**config.mk**
```make
export PLATFORM = sky130hd
export DESIGN_NAME = resp_signature_collector
export DESIGN_NICKNAME = d
export VERILOG_FILES = /design/src/rtl/resp_signature_collector.sv
export SDC_FILE = /design/constraint.sdc
export NUM_CORES = 1
export LEC_CHECK = 0
export CAP_MARGIN = 20
export CELL_PAD_IN_SITES_DETAIL_PLACEMENT = 0
export CELL_PAD_IN_SITES_GLOBAL_PLACEMENT = 1
export CORE_ASPECT_RATIO = 0.75
export CORE_MARGIN = 4
export CORE_UTILIZATION = 35
export DETAILED_ROUTE_END_ITERATION = 6
export MAX_ROUTING_LAYER = met4
export PLACE_DENSITY_LB_ADDON = 0.1
export SLEW_MARGIN = 5
export SYNTH_ARGS = -nofsm -noshare
export SYNTH_HDL_FRONTEND = slang
export SYNTH_SLANG_ARGS = --single-unit
```
**constraint.sdc**
```tcl
create_clock -name clk -period 7.5 [get_ports clk]
set_input_delay 1.5 -clock clk [delete_from_list [all_inputs] [get_ports clk]]
set_output_delay 1.5 -clock clk [all_outputs]
set_load 0.1 [all_outputs]
```
**src/rtl/resp_signature_collector.sv**
```systemverilog
// -----------------------------------------------------------------------------
// resp_signature_collector
//
// Collects the output_data samples of the combinational DUT over a
// valid/ready handshake. Samples are buffered in a small FIFO and then
// compacted by a 16-bit MISR into one signature. The run length is
// programmable. Once the run completes, the signature and sample count hold
// their values until the next start.
//
// Ports
//   clk          in   1       clock, rising edge
//   rst_n        in   1       asynchronous active-low reset
//   start        in   1       begin a run (honoured in IDLE or DONE only)
//   clear        in   1       synchronous abort to IDLE, flushes the FIFO
//   num_samples  in   CNT_W   run length, captured on start
//   hold         in   1       stall MISR compaction (the FIFO keeps filling)
//   in_valid     in   1       upstream sample valid
//   in_data      in   DATA_W  upstream sample
//   in_ready     out  1       a sample can be accepted this cycle
//   busy         out  1       run in progress (COLLECT)
//   done         out  1       run complete (DONE, level)
//   signature    out  16      current MISR value
//   sample_count out  CNT_W   samples compacted so far in this run
//   unexpected   out  1       sticky flag: in_valid seen outside COLLECT
// -----------------------------------------------------------------------------
module resp_signature_collector #(
  parameter int          DATA_W = 9,
  parameter int          DEPTH  = 4,
  parameter int          CNT_W  = 16,
  parameter logic [15:0] POLY   = 16'h1021,
  parameter logic [15:0] SEED   = 16'h0000
) (
  input  logic              clk,
  input  logic              rst_n,
  input  logic              start,
  input  logic              clear,
  input  logic [CNT_W-1:0]  num_samples,
  input  logic              hold,
  input  logic              in_valid,
  input  logic [DATA_W-1:0] in_data,
  output logic              in_ready,
  output logic              busy,
  output logic              done,
  output logic [15:0]       signature,
  output logic [CNT_W-1:0]  sample_count,
  output logic              unexpected
);

  localparam int AW = $clog2(DEPTH);

  typedef enum logic [1:0] {
    S_IDLE    = 2'd0,
    S_COLLECT = 2'd1,
    S_DONE    = 2'd2
  } state_t;

  state_t            r_state;
  state_t            w_next;

  logic [DATA_W-1:0] r_mem [DEPTH];
  logic [AW:0]       r_wptr;
  logic [AW:0]       r_rptr;
  logic [15:0]       r_sig;
  logic [CNT_W-1:0]  r_scount;
  logic [CNT_W-1:0]  r_acount;
  logic [CNT_W-1:0]  r_num;
  logic              r_unexp;

  logic              w_full;
  logic              w_empty;
  logic              w_collect;
  logic              w_idle_or_done;
  logic              w_push;
  logic              w_pop;
  logic              w_last_pop;
  logic [DATA_W-1:0] w_head;

  // One MISR step: shift left, fold in the polynomial when the MSB falls out,
  // then XOR in the zero-extended sample.
  function automatic logic [15:0] misr_step(input logic [15:0]       sig,
                                            input logic [DATA_W-1:0] smp);
    logic [15:0] fb;
    fb = sig[15] ? POLY : 16'h0000;
    return {sig[14:0], 1'b0} ^ fb ^ 16'(smp);
  endfunction

  // Pointers carry one extra wrap bit: equal addresses with differing wrap
  // bits means full, fully equal pointers means empty.
  assign w_full  = (r_wptr[AW] != r_rptr[AW]) && (r_wptr[AW-1:0] == r_rptr[AW-1:0]);
  assign w_empty = (r_wptr == r_rptr);
  assign w_head  = r_mem[r_rptr[AW-1:0]];

  assign w_collect      = (r_state == S_COLLECT);
  assign w_idle_or_done = (r_state == S_IDLE) || (r_state == S_DONE);

  // in_ready depends only on registered state so upstream never sees a
  // combinational path from its own in_valid. Using full (not full-after-pop)
  // means a push is refused on a full cycle even if a pop also happens.
  assign in_ready   = w_collect && !w_full && (r_acount < r_num);
  assign w_push     = in_valid && in_ready;
  assign w_pop      = w_collect && !w_empty && !hold;
  assign w_last_pop = w_pop && ((r_scount + CNT_W'(1)) == r_num);

  assign busy         = w_collect;
  assign done         = (r_state == S_DONE);
  assign signature    = r_sig;
  assign sample_count = r_scount;
  assign unexpected   = r_unexp;

  // ---- state register ----
  always_ff @(posedge clk or negedge rst_n) begin
    if (!rst_n) r_state <= S_IDLE;
    else        r_state <= w_next;
  end

  always_comb begin
    w_next = r_state;
    if (clear) begin
      w_next = S_IDLE;
    end else begin
      unique case (r_state)
        S_IDLE, S_DONE: begin
          if (start) w_next = (num_samples == '0) ? S_DONE : S_COLLECT;
        end
        S_COLLECT: begin
          if (w_last_pop) w_next = S_DONE;
        end
        default: w_next = S_IDLE;
      endcase
    end
  end

  // ---- FIFO storage (data only, no reset needed) ----
  always_ff @(posedge clk) begin
    if (w_push && !clear) r_mem[r_wptr[AW-1:0]] <= in_data;
  end

  // ---- pointers, counters and MISR ----
  // clear only flushes the FIFO; signature and counts stay for readback.
  always_ff @(posedge clk or negedge rst_n) begin
    if (!rst_n) begin
      r_wptr   <= '0;
      r_rptr   <= '0;
      r_sig    <= '0;
      r_scount <= '0;
      r_acount <= '0;
      r_num    <= '0;
    end else if (clear) begin
      r_wptr <= '0;
      r_rptr <= '0;
    end else if (w_idle_or_done) begin
      if (start) begin
        r_wptr   <= '0;
        r_rptr   <= '0;
        r_sig    <= SEED;
        r_scount <= '0;
        r_acount <= '0;
        r_num    <= num_samples;
      end
    end else if (w_collect) begin
      if (w_push) begin
        r_wptr   <= r_wptr + 1'b1;
        r_acount <= r_acount + CNT_W'(1);
      end
      if (w_pop) begin
        r_rptr   <= r_rptr + 1'b1;
        r_sig    <= misr_step(r_sig, w_head);
        r_scount <= r_scount + CNT_W'(1);
      end
    end
  end

  // ---- sticky protocol flag ----
  // A start that is actually honoured clears the flag; that takes precedence
  // over an in_valid seen in the same cycle.
  always_ff @(posedge clk or negedge rst_n) begin
    if (!rst_n) begin
      r_unexp <= 1'b0;
    end else if (start && !clear && w_idle_or_done) begin
      r_unexp <= 1'b0;
    end else if (in_valid && !w_collect) begin
      r_unexp <= 1'b1;
    end
  end

endmodule

```
=== Yosys cells after proc, flatten, opt, wreduce, memory -nomap -nowiden ===
Memory sizes are Yosys's and may differ from the RTL's.
Index checks and enable logic that the tools add are counted.

* Bits of input ports: 31
* Flip-flop bits (word level): 73
* Logic and storage cells: 89
* RAM bits: 36
* Memories kept: 1

* Eq/ne operators: 10
* Bitwise operators: 3
* Mux-type cells: 29
* $lt $le $gt $ge: 1
* Reductions and logical operators: 33
* Add/sub/neg operators: 4

{| class="wikitable"
|+ Memory list
! name !! depth !! bits a word !! read ports !! clocked after Yosys merged registers in !! write ports !! RTL line !! text
|-
| r_mem || 4 || 9 || 1 || 0 || 1 || 60 || <nowiki>logic [DATA_W-1:0] r_mem [DEPTH];</nowiki>
|}

{| class="wikitable"
|+ Operators by type and width
! operator !! number
|-
| 16-bit 2-to-1 mux || 10
|-
| 16-bit by 1-bit adder with 16-bit output (second input constant) || 2
|-
| 3-bit 2-to-1 mux || 9
|-
| 16-bit equality test || 1
|-
| 16-bit zero test || 1
|-
| 16-bit < comparator || 1
|-
| 16-bit by 13-bit XOR with 16-bit output || 1
|-
| 16-bit by 9-bit XOR with 16-bit output || 1
|-
| 13-bit 2-to-1 mux || 1
|-
| 1-bit logical AND || 11
|-
| 3-bit AND reduction || 3
|-
| 3-bit nonzero test || 3
|-
| 2-bit 2-to-1 mux || 4
|-
| 4-bit AND reduction || 2
|-
| 2-bit nonzero test || 4
|-
| 3-bit by 1-bit adder with 3-bit output (second input constant) || 2
|-
| 3-bit != test (second input constant) || 2
|-
| 1-bit zero test || 5
|-
| 1-bit 2-to-1 mux || 4
|-
| 2-bit one-hot mux with 2 select lines || 1
|-
| 3-bit equality test || 1
|-
| 3-bit by 2-bit != test with 1-bit output (second input constant) || 1
|-
| 2-bit by 1-bit equality test with 1-bit output (second input constant) || 1
|-
| 2-bit equality test || 1
|-
| other kinds (8) || 8
|}

=== Longest topological paths before layout ===
Gate-level depths: netlist of the first run.

* Word-level depth: 10
* Depth in mapped cells: 8
* Depth with buffers taken out: 8

=== Least setup slack after synthesis of the first run ===
OpenSTA, ideal clock, no wires.

* Path kind: register to output
* Start: register r_state[1]
* End: output port in_ready
* Stages on the path, launching flop included: 7
* Arrival: 2350 ps
* Buffers on the path: 0
* Path slack: 3650 ps
* Cells stage by stage: dfrtp_1 > nand2b_2 > clkinv_1 > o211a_1 > o311ai_4 > or2_4 > inv_1

* Cells in the longest elaborated chain, start to end: 3

{| class="wikitable"
|+ Ends and longest elaborated chain
! item !! RTL line !! text
|-
| start: declaration || 57 || <nowiki>state_t r_state;</nowiki>
|-
| start signal: assignment || 113 || <nowiki>else r_state <= w_next;</nowiki>
|-
| 2-bit by 1-bit equality test with 1-bit output || 93 || <nowiki>assign w_collect = (r_state == S_COLLECT);</nowiki>
|-
| named net busy || 42 || <nowiki>output logic busy,</nowiki>
|-
| 1-bit logical AND (2 in a row) || 99 || <nowiki>assign in_ready = w_collect && !w_full && (r_acount < r_num);</nowiki>
|-
| end: declaration || 41 || <nowiki>output logic in_ready,</nowiki>
|}

The timed path passes the listed nets, and every way through them passes these cells.

=== Worst setup path after layout of the first run ===
* Start: register r_num[9]
* End: output port in_ready

* Cells in the longest elaborated chain, start to end: 2

{| class="wikitable"
|+ Ends and longest elaborated chain
! item !! RTL line !! text
|-
| start: declaration || 66 || <nowiki>logic [CNT_W-1:0] r_num;</nowiki>
|-
| start signal: assignment || 158 || <nowiki>r_num <= num_samples;</nowiki>
|-
| 16-bit < comparator || 99 ||
|-
| 1-bit logical AND || 99 ||
|}

No other way between the ends.

==> out/metrics.yaml, run 1 <==
finish:
  multiInputGateArea_um2: 2830
  syn_to_final_growth_pct: 20.4
  fin_cells: 837
  final_area_um2: 7170
  nFillCells: 1557
  regArea_um2: 2910
  insertedDiodeCount: 0
  drive_above_1_share_pct: 9.09
  num-nets-final: 675
  post-route-util_pct: 43.8
global_routing:
  antenna_found_initial: 0
  grt_max_degree: 74
  globalRouteTotalUtil_pct: 18.1
  grt_pass1_wl_um: 26200
  first_global_vias: 4560
  grt-ovfl-total: 0
clock_tree:
  h-tree-depth: 3
  clk_latency_ns: 0.36
  cts_sinks: 109
  ctsResizeCount: 0
  cts_buffer_depth: 2
  clk_pin_slew_ns: 0.08
  cts_tree: "built"
  cts.repair_timing.setup_buffer_count: 0
  hold_buffers: 0
  root_buffer: "clkbuf_16"
  cts_buffers: 9
route:
  drc_errors: 0
  wire_per_inst_um: 19.0
  drt_wl_total_um: 15900
  dr_total_vias: 4500
  drtAntennaViolNets: 0
  vias_per_cell: 5.38
  drt_iter0_drc: 298
  first_pass_iters: 4
timing:
  fin_setup_tns_ns: 0
  finalSetupViolations: 0
  hold_violations: 0
  finalCritPeriodShare_pct: 65.7
  post-route-min-period_ns: 4.93
  finClkSkew_ns: 0.00974
  grt_setup_unrepaired: "false"
  fmax_ghz: 0.203
  hold_slack_ns: 0.511
  maxSlewHeadroom_pct: 30.4
  worst_slew_pin_slew_ns: 1.04
  setup_slack_ns: 2.57
  drv_slew: 0
setup_path:
  reg2reg_to: "r_mem[0][6]$_DFFE_PP_"
  endpoint_kind: "output pin"
  worstPathArrival_ns: 3.43
  critical_path_class: "reg -> out"
  r2r_setup_slack_ns: 4.52
  crit_required_ns: 6.00
  rr_startpoint: "r_num[9]$_DFFE_PN0P_"
  reg2regPathDepth: 7
  cp_max_fo: 9
  cp-start-kind: "flip-flop"
synthesis:
  synth_common_cells: "nand2_1, dfrtp_1, o21ai_0"
  ys_ff_latch: 109
  seq_area_frac_synth_pct: 48.9
  netlist_area_um2: 5950
  ys_warn_count: 0
  synth-main-ff-cell: "dfrtp_1"
  synth_nets: 618
  synth_edf_count: 36
  yosys.cell_count.top_type: "nand2_1"
  yosysTopAreaCell: "dfrtp_1"
  synth.avg_cell_area_um2: 10.5
  synth_top_area_share_pct: 30.7
  ys_types: 71
  synth_area_leaders: "dfrtp_1, edfxtp_1, nand2_1, ha_1, xnor2_1"
  synthCells: 565
  synth-async-reset-ratio_pct: 67.0
placed_design:
  place_area_um2: 6820
  gp_congestion: 0.833
  port_buffers: 66
  post-dp-hpwl_um: 11800
  dp_slack_ns: 2.96
  dp_cells: 820
floorplan:
  initial_core_util_pct: 36.4
  core-area_um2: 16400
  ios: 67
  fp.dieW_um: 159
  die_h_um: 121
  die_area_um2: 19200
  core.rowCount: 40
flow_run:
  maxCapViolCount: 0
status:
  status: "finished clean"
worst_hold_path:
  holdPathStages: 2
  min_to: "signature[10]$_DFFE_PN0P_"
  hold_class: "reg -> reg"
  hp-start: "signature[10]$_DFFE_PN0P_"
pwr:
  power_mw: 2.54
  ir_worst_vdd_v: 0.000131
  leakage_nw: 2.81
  p_per_area_nw_per_um2: 354
==> cells in the final DEF (no fill, tap or decap), types with 5 or more instances in the layout <==
master and n:
nand4_1 8, and4_1 6, a22o_1 6, and3_1 7, xnor2_1 27, ha_1 22, o211ai_1 6, clkdlybuf4s50_1 65
nand3_1 17, a21oi_1 16, nor3_1 16, buf_4 6, xor2_1 10, edfxtp_1 36, clkbuf_16 9, nor2_1 15
o21ai_0 41, inv_1 27, mux4_2 9, nor4_1 10, dfrtp_1 73, a21o_1 8, nand2_1 82, o31ai_1 11
mux2i_1 5
==> final cells by class <==
| type | count | share of cell area [%] |
|---|---|---|
| clock inverters | 6 | 1.08 |
| multi-input cells | 400 | 39.4 |
| repair buffers | 73 | 10.4 |
| flip-flops and latches | 109 | 40.6 |
| inverters | 29 | 1.52 |
| well taps | 210 | 3.67 |
| clock buffers | 10 | 3.34 |
==> power breakdown <==
part           leakage, nW  total [mW]  switching (mW)  internal (mW)
clock network        0.153       0.498           0.250          0.248
logic                 1.36        1.16           0.789          0.368
registers             1.30       0.882           0.158          0.724
total                 2.81        2.54            1.20           1.34
==> worst max-delay path by stage <==
stage / startpoint / to / slack [ns] / depth (start not counted)
CTS: r_num[9]$_DFFE_PN0P_ / in_ready / 2.54 / 8
global route: r_rptr[0]$_DFFE_PN0P_ / in_ready / 2.46 / 6
floorplan: r_state[1]$_DFFE_PN0P_ / in_ready / 3.65 / 6
finish: r_num[9]$_DFFE_PN0P_ / in_ready / 2.57 / 8
global placement: r_num[9]$_DFFE_PN0P_ / in_ready / 3.02 / 8
detailed placement: r_num[9]$_DFFE_PN0P_ / in_ready / 2.96 / 8
==> kinds of logic (layout without fill, tap and decap cells) <==
group	Yosys count	after routing	synth area share, %
adder cells (fa/ha/maj)	22	22	4.63
AND/OR/NAND/NOR	199	199	17.6
AO/OA/AOI/OAI	124	124	14.6
XOR/XNOR	37	37	5.45
multiplexers	18	18	5.00
buffers and inverters	56	118	3.87
flip-flops	109	109	48.9
==> layer usage <==
layer	routed length [um]	up-vias	GRT usage, %
met5	0	-	-
met4	153	0	4.58
met3	519	11	3.10
met2	6930	77	25.2
met1	8320	2215	27.3
li1	-	2197	-
==> state kept, by name (all words and copies together) (netlist names) <==
register,cells
unexpected,1
r_num,16
r_acount,16
r_state,2
r_rptr,3
sample_count,16
r_mem,36
signature,16
r_wptr,3
==> critical path: stages (launching register included) <==
cell	delay [ns]
dfrtp_1	0.40
inv_1	0.11
ha_1	0.33
a21o_1	0.20
a221o_1	0.33
o2bb2ai_2	0.21
or2_4	0.30
inv_1	0.06
clkdlybuf4s50_1	1.12
No activity file was read; power rests on OpenSTA's default activity.
==> run 2: changes to the inputs <==
clock period = 4.1 ns   (was 7.5 ns; I/O delays follow)
==> run 2 against run 1 <==
Global-route usage fell by 0.79 points. Clock-buffer cell count unchanged. Die area is the same. Register-to-register slack got worse by 3.4 ns. Largest power group unchanged. Via count about the same. Largest cell class unchanged. Sequential power rose by 79%. Wire length fell by 2.5%. Worst hold slack got worse by 0.17 ns. Non-clock buffer count is 4 higher. Sequential share of layout area shrank 0.34 points.
==> out/metrics.yaml, run 2 (synthesis gave the netlist of run 1 again) <==
status:
  status: "finished clean"
finish:
  final_cell_mix: "nand2_1, dfrtp_1, clkdlybuf4s50_1, o21ai_0, edfxtp_1"
  syn_to_final_growth_pct: 21.4
  final_area_um2: 7230  # +0.86%
  num-nets-final: 679  # +0.59%
  largest_reg_flops: 36  # unchanged
  insertedDiodeCount: 0  # unchanged
  layout_commonest_cell: "nand2_1"
  drive_above_1_share_pct: 10.1  # +1.1 points
timing:
  maxSlewHeadroom_pct: 33.8  # +3.4 points
  hold_violations: 0  # unchanged
  finalCritPeriodShare_pct: 83.8
  post-route-min-period_ns: 3.44
  hold_slack_ns: 0.339  # -0.172 ns
  grt_setup_unrepaired: "false"
  drv_slew: 0  # unchanged
  fmax_ghz: 0.291
  fin_setup_tns_ns: 0  # unchanged
  finClkSkew_ns: 0.0119  # +0.00215 ns
  finalSetupViolations: 0  # unchanged
  setup_slack_ns: 0.664  # -1.91 ns
  worst_slew_pin_slew_ns: 0.990  # -0.0464 ns
worst_hold_path:
  hold_class: "in -> async"
clock_tree:
  cts_tree: "built"
  ctsResizeCount: 0  # unchanged
  cts_buffers: 9  # unchanged
  hold_buffers: 0  # unchanged
  cts_buffer_depth: 2  # unchanged
  root_buffer: "clkbuf_16"
  h-tree-depth: 3  # unchanged
  clk_pin_slew_ns: 0.08  # about the same
  cts.repair_timing.setup_buffer_count: 0  # unchanged
  cts_sinks: 109  # unchanged
  clk_latency_ns: 0.35  # about the same
floorplan:
  die_h_um: 121  # unchanged
  ios: 67  # unchanged
  core-area_um2: 16400  # unchanged
  fp.dieW_um: 159  # unchanged
  core.rowCount: 40  # unchanged
  initial_core_util_pct: 36.4  # unchanged
  die_area_um2: 19200  # unchanged
setup_path:
  cp-start-kind: "flip-flop"
  reg2regPathDepth: 7  # unchanged
  endpoint_kind: "output pin"
  worstPathArrival_ns: 2.62  # -0.81 ns
  critical_path_class: "reg -> out"
  crit_required_ns: 3.28  # -2.72 ns
  cp_max_fo: 9  # unchanged
placed_design:
  place_area_um2: 6860  # +0.51%
  post-dp-hpwl_um: 11400  # -2.9%
  dp_slack_ns: 0.950  # -2.01 ns
  port_buffers: 66  # unchanged
  gp_congestion: 0.802  # -3.7%
route:
  first_pass_iters: 4  # unchanged
  drtAntennaViolNets: 0  # unchanged
  drt_wl_total_um: 15500  # -2.5%
  vias_per_cell: 5.35  # -0.52%
  dr_total_vias: 4498  # -0.044%
  drc_errors: 0  # unchanged
  drt_iter0_drc: 217  # -27%
  wire_per_inst_um: 18.5  # -3.0%
global_routing:
  globalRouteTotalUtil_pct: 17.3  # -0.79 points
  antenna_found_initial: 0  # unchanged
  grt_pass1_wl_um: 25300  # -3.4%
  first_global_vias: 4392  # -3.7%
  grt-ovfl-total: 0  # unchanged
  grt_max_degree: 74  # unchanged
pwr:
  leakage_nw: 2.86  # +1.5%
  p_per_area_nw_per_um2: 647  # +83%
  ir_worst_vdd_v: 0.000292  # +120%
flow_run:
  maxCapViolCount: 0  # unchanged
[run 2: cell types whose count changed in the layout (fill, tap and decap cells not counted), sizes merged]
cell,change
inv,+1
clkdlybuf4s50,-3
bufinv,+1
clkinv,-2
buf,+7
[run 2: per-layer routing]
metal	track usage (%)	wire length, um
met3	3.03	597
met5	-	0
met4	3.25	134
met2	24.5	6750
met1	26.1	8040
[run 2: through the flow]
step / std cells / util [%] / power (mW)
floorplan: 565 / - / 3.14
global placement: 822 / 41.7 / 3.71
detailed placement: 823 / 41.9 / 3.75
CTS: 839 / 43.9 / 4.72
global route: 841 / 44.2 / 4.97
finish: 841 / 44.2 / 4.68
[run 2: path summary, 6_finish.rpt]
check / start / endpoint / slack (ns)
worst max-delay path: r_acount[12]$_DFFE_PN0P_ / in_ready / 0.66
worst min-delay path: rst_n / signature[3]$_DFFE_PN0P_ / 0.34
worst max register to register: r_num[7]$_DFFE_PN0P_ / r_mem[3][6]$_DFFE_PP_ / 1.09
worst min register to register: signature[12]$_DFFE_PN0P_ / signature[12]$_DFFE_PN0P_ / 0.51
max in group asynchronous: rst_n / r_num[14]$_DFFE_PN0P_ / 3.16
min in group clk: signature[12]$_DFFE_PN0P_ / signature[12]$_DFFE_PN0P_ / 0.51
[run 2: final cells by class]
type	instances	area, um2
Fill cell	1570	9140
Clock buffer	10	239
Clock inverter	6	88.8
Multi-Input combinational cell	400	2830
Inverter	29	109
Timing Repair Buffer	77	793
Tap cell	210	263
Sequential cell	109	2910
[run 2: worst max-delay path, stage by stage, from the launching register on]
cell and delay, ns:
dfrtp_1 0.48, ha_1 0.32, and4_1 0.29, nand4_4 0.14, o311ai_4 0.56, or2_4 0.24, inv_1 0.07, buf_12 0.16
[run 2: power by group]
group / internal, mW / total, mW / leakage [nW] / switching, mW
clock network: 0.511 / 0.948 / 0.161 / 0.437
registers: 1.33 / 1.58 / 1.30 / 0.259
logic: 0.698 / 2.15 / 1.40 / 1.45
total: 2.53 / 4.68 / 2.86 / 2.15
==> run 3: changes to the inputs <==
clock period = 3 ns   (was 4.1 ns; I/O delays follow)
==> run 3 against run 2 <==
Sequential power is 36% higher. Power up 39%. Non-clock buffer count rose by 22. Sequential share of layout area down 0.62 points. Combinational power grew 44%. Critical path type unchanged. Largest power group unchanged.
==> out/metrics.yaml, run 3 (synthesis gave the netlist of run 1 again) <==
timing:
  hold_violations: 0  # unchanged
  fin_setup_tns_ns: 0  # unchanged
  worst_slew_pin_slew_ns: 0.712  # -0.279 ns
  finClkSkew_ns: 0.0122  # +0.000268 ns
  finalCritPeriodShare_pct: 96.9
  grt_setup_unrepaired: "false"
  fmax_ghz: 0.344
  finalSetupViolations: 0  # unchanged
  setup_slack_ns: 0.0920  # -0.572 ns
  post-route-min-period_ns: 2.91
  drv_slew: 0  # unchanged
  maxSlewHeadroom_pct: 52.1  # +18 points
route:
  dr_total_vias: 4630  # +2.9%
  drt_iter0_drc: 310  # +43%
  first_pass_iters: 5  # +1
  vias_per_cell: 5.37  # +0.31%
  wire_per_inst_um: 18.9  # +2.2%
  drtAntennaViolNets: 0  # unchanged
  drt_wl_total_um: 16300  # +4.8%
  drc_errors: 0  # unchanged
placed_design:
  port_buffers: 66  # unchanged
  post-dp-hpwl_um: 12100  # +5.4%
  gp_congestion: 0.841  # +4.8%
  place_area_um2: 6900  # +0.62%
  dp_slack_ns: 0.198  # -0.752 ns
global_routing:
  first_global_vias: 4408  # +0.36%
  grt_max_degree: 53  # -28%
  grt_pass1_wl_um: 25400  # +0.63%
  globalRouteTotalUtil_pct: 17.7  # +0.38 points
  grt-ovfl-total: 0  # unchanged
  antenna_found_initial: 0  # unchanged
clock_tree:
  cts_buffers: 9  # unchanged
  clk_pin_slew_ns: 0.08  # about the same
  cts_sinks: 109  # unchanged
  clk_latency_ns: 0.36  # about the same
  cts_buffer_depth: 2  # unchanged
  h-tree-depth: 3  # unchanged
  root_buffer: "clkbuf_16"
  cts_tree: "built"
  hold_buffers: 0  # unchanged
flow_run:
  maxCapViolCount: 0  # unchanged
floorplan:
  ios: 67  # unchanged
  die_area_um2: 19200  # unchanged
  initial_core_util_pct: 36.4  # unchanged
  core.rowCount: 40  # unchanged
  fp.dieW_um: 159  # unchanged
  die_h_um: 121  # unchanged
  core-area_um2: 16400  # unchanged
setup_path:
  critical_path_class: "reg -> out"
  crit_required_ns: 2.40  # -0.88 ns
  reg2reg_to: "r_mem[2][6]$_DFFE_PP_"
  cp_max_fo: 5  # -4
  reg2regPathDepth: 9  # +2
  endpoint_kind: "output pin"
  rr_startpoint: "r_num[7]$_DFFE_PN0P_"
  r2r_setup_slack_ns: 0.32  # -0.77 ns
  cp-start-kind: "flip-flop"
  worstPathArrival_ns: 2.31  # -0.31 ns
worst_hold_path:
  hold_class: "in -> async"
finish:
  nFillCells: 1538  # -2.0%
  final_cell_mix: "nand2_1, buf_4, dfrtp_1, o21ai_0, edfxtp_1"
  final_area_um2: 7360  # +1.9%
  largest_reg_flops: 36  # unchanged
  drive_above_1_share_pct: 21.0  # +11 points
  num-nets-final: 701  # +3.2%
  post-route-util_pct: 45.0  # +0.83 points
  insertedDiodeCount: 0  # unchanged
  layout_commonest_cell: "nand2_1"
  syn_to_final_growth_pct: 23.7
pwr:
  leakage_nw: 3.01  # +5.3%
  ir_worst_vdd_v: 0.000332  # +14%
  p_per_area_nw_per_um2: 883  # +36%
status:
  status: "finished clean"
## run 3: routing by layer
layer,track usage [%],routed length (um),vias up
met5,-,0,-
met4,3.84,127,0
met3,3.24,479,10
met2,24.7,7130,81
met1,26.7,8540,2286
li1,-,-,2253
## run 3: stage by stage
| step | std cells | power (mW) | hold WS, ns |
|---|---|---|---|
| 2_1_floorplan | 565 | 4.29 | 0.304 |
| 3_3_place_gp | 839 | 5.12 | 0.492 |
| 3_5_place_dp | 839 | 5.15 | 0.498 |
| 4_1_cts | 859 | 6.46 | 0.294 |
| 5_1_grt | 863 | 6.87 | 0.315 |
| 6_report | 863 | 6.50 | 0.269 |
## run 3: worst max-delay path by stage
stage,startpoint,to,slack [ns],cells past startpoint
after global routing,r_num[7]$_DFFE_PN0P_,in_ready,0.02,8
after global placement,r_num[7]$_DFFE_PN0P_,in_ready,0.25,8
after floorplan,r_state[1]$_DFFE_PN0P_,in_ready,0.05,6
final,r_num[15]$_DFFE_PN0P_,in_ready,0.09,8
after CTS,r_acount[2]$_DFFE_PN0P_,in_ready,0.0004,7
after detailed placement,hold,sample_count[8]$_DFFE_PN0P_,0.20,6
## run 3: where the power goes
part           total, mW  switching (mW)  leakage, nW  internal [mW]
sequential          2.15           0.342         1.29           1.81
clock               1.25           0.628        0.153          0.619
combinational       3.10            2.07         1.57           1.03
## run 3: final cells by class
class	count	area, um2	share of cell area, %
timing repair buffer	99	866	11.8
inverter	29	109	1.48
clock buffer	10	239	3.25
tap	210	263	3.57
multi-input combinational	400	2890	39.3
clock inverter	6	77.6	1.05
sequential	109	2920	39.6
## run 3: repair_timing
item	in CTS	in global routing
pin swaps	3	2
resized for setup	7	15
setup buffers	4	3
setup endpoints to repair	1	1
## run 3: critical path, stage by stage, from the launching register on
cell	delay, ns
dfrtp_1	0.38
inv_1	0.07
ha_1	0.32
and4_4	0.27
nand4_4	0.14
o311ai_4	0.35
or2_4	0.22
inv_2	0.05
buf_12	0.16
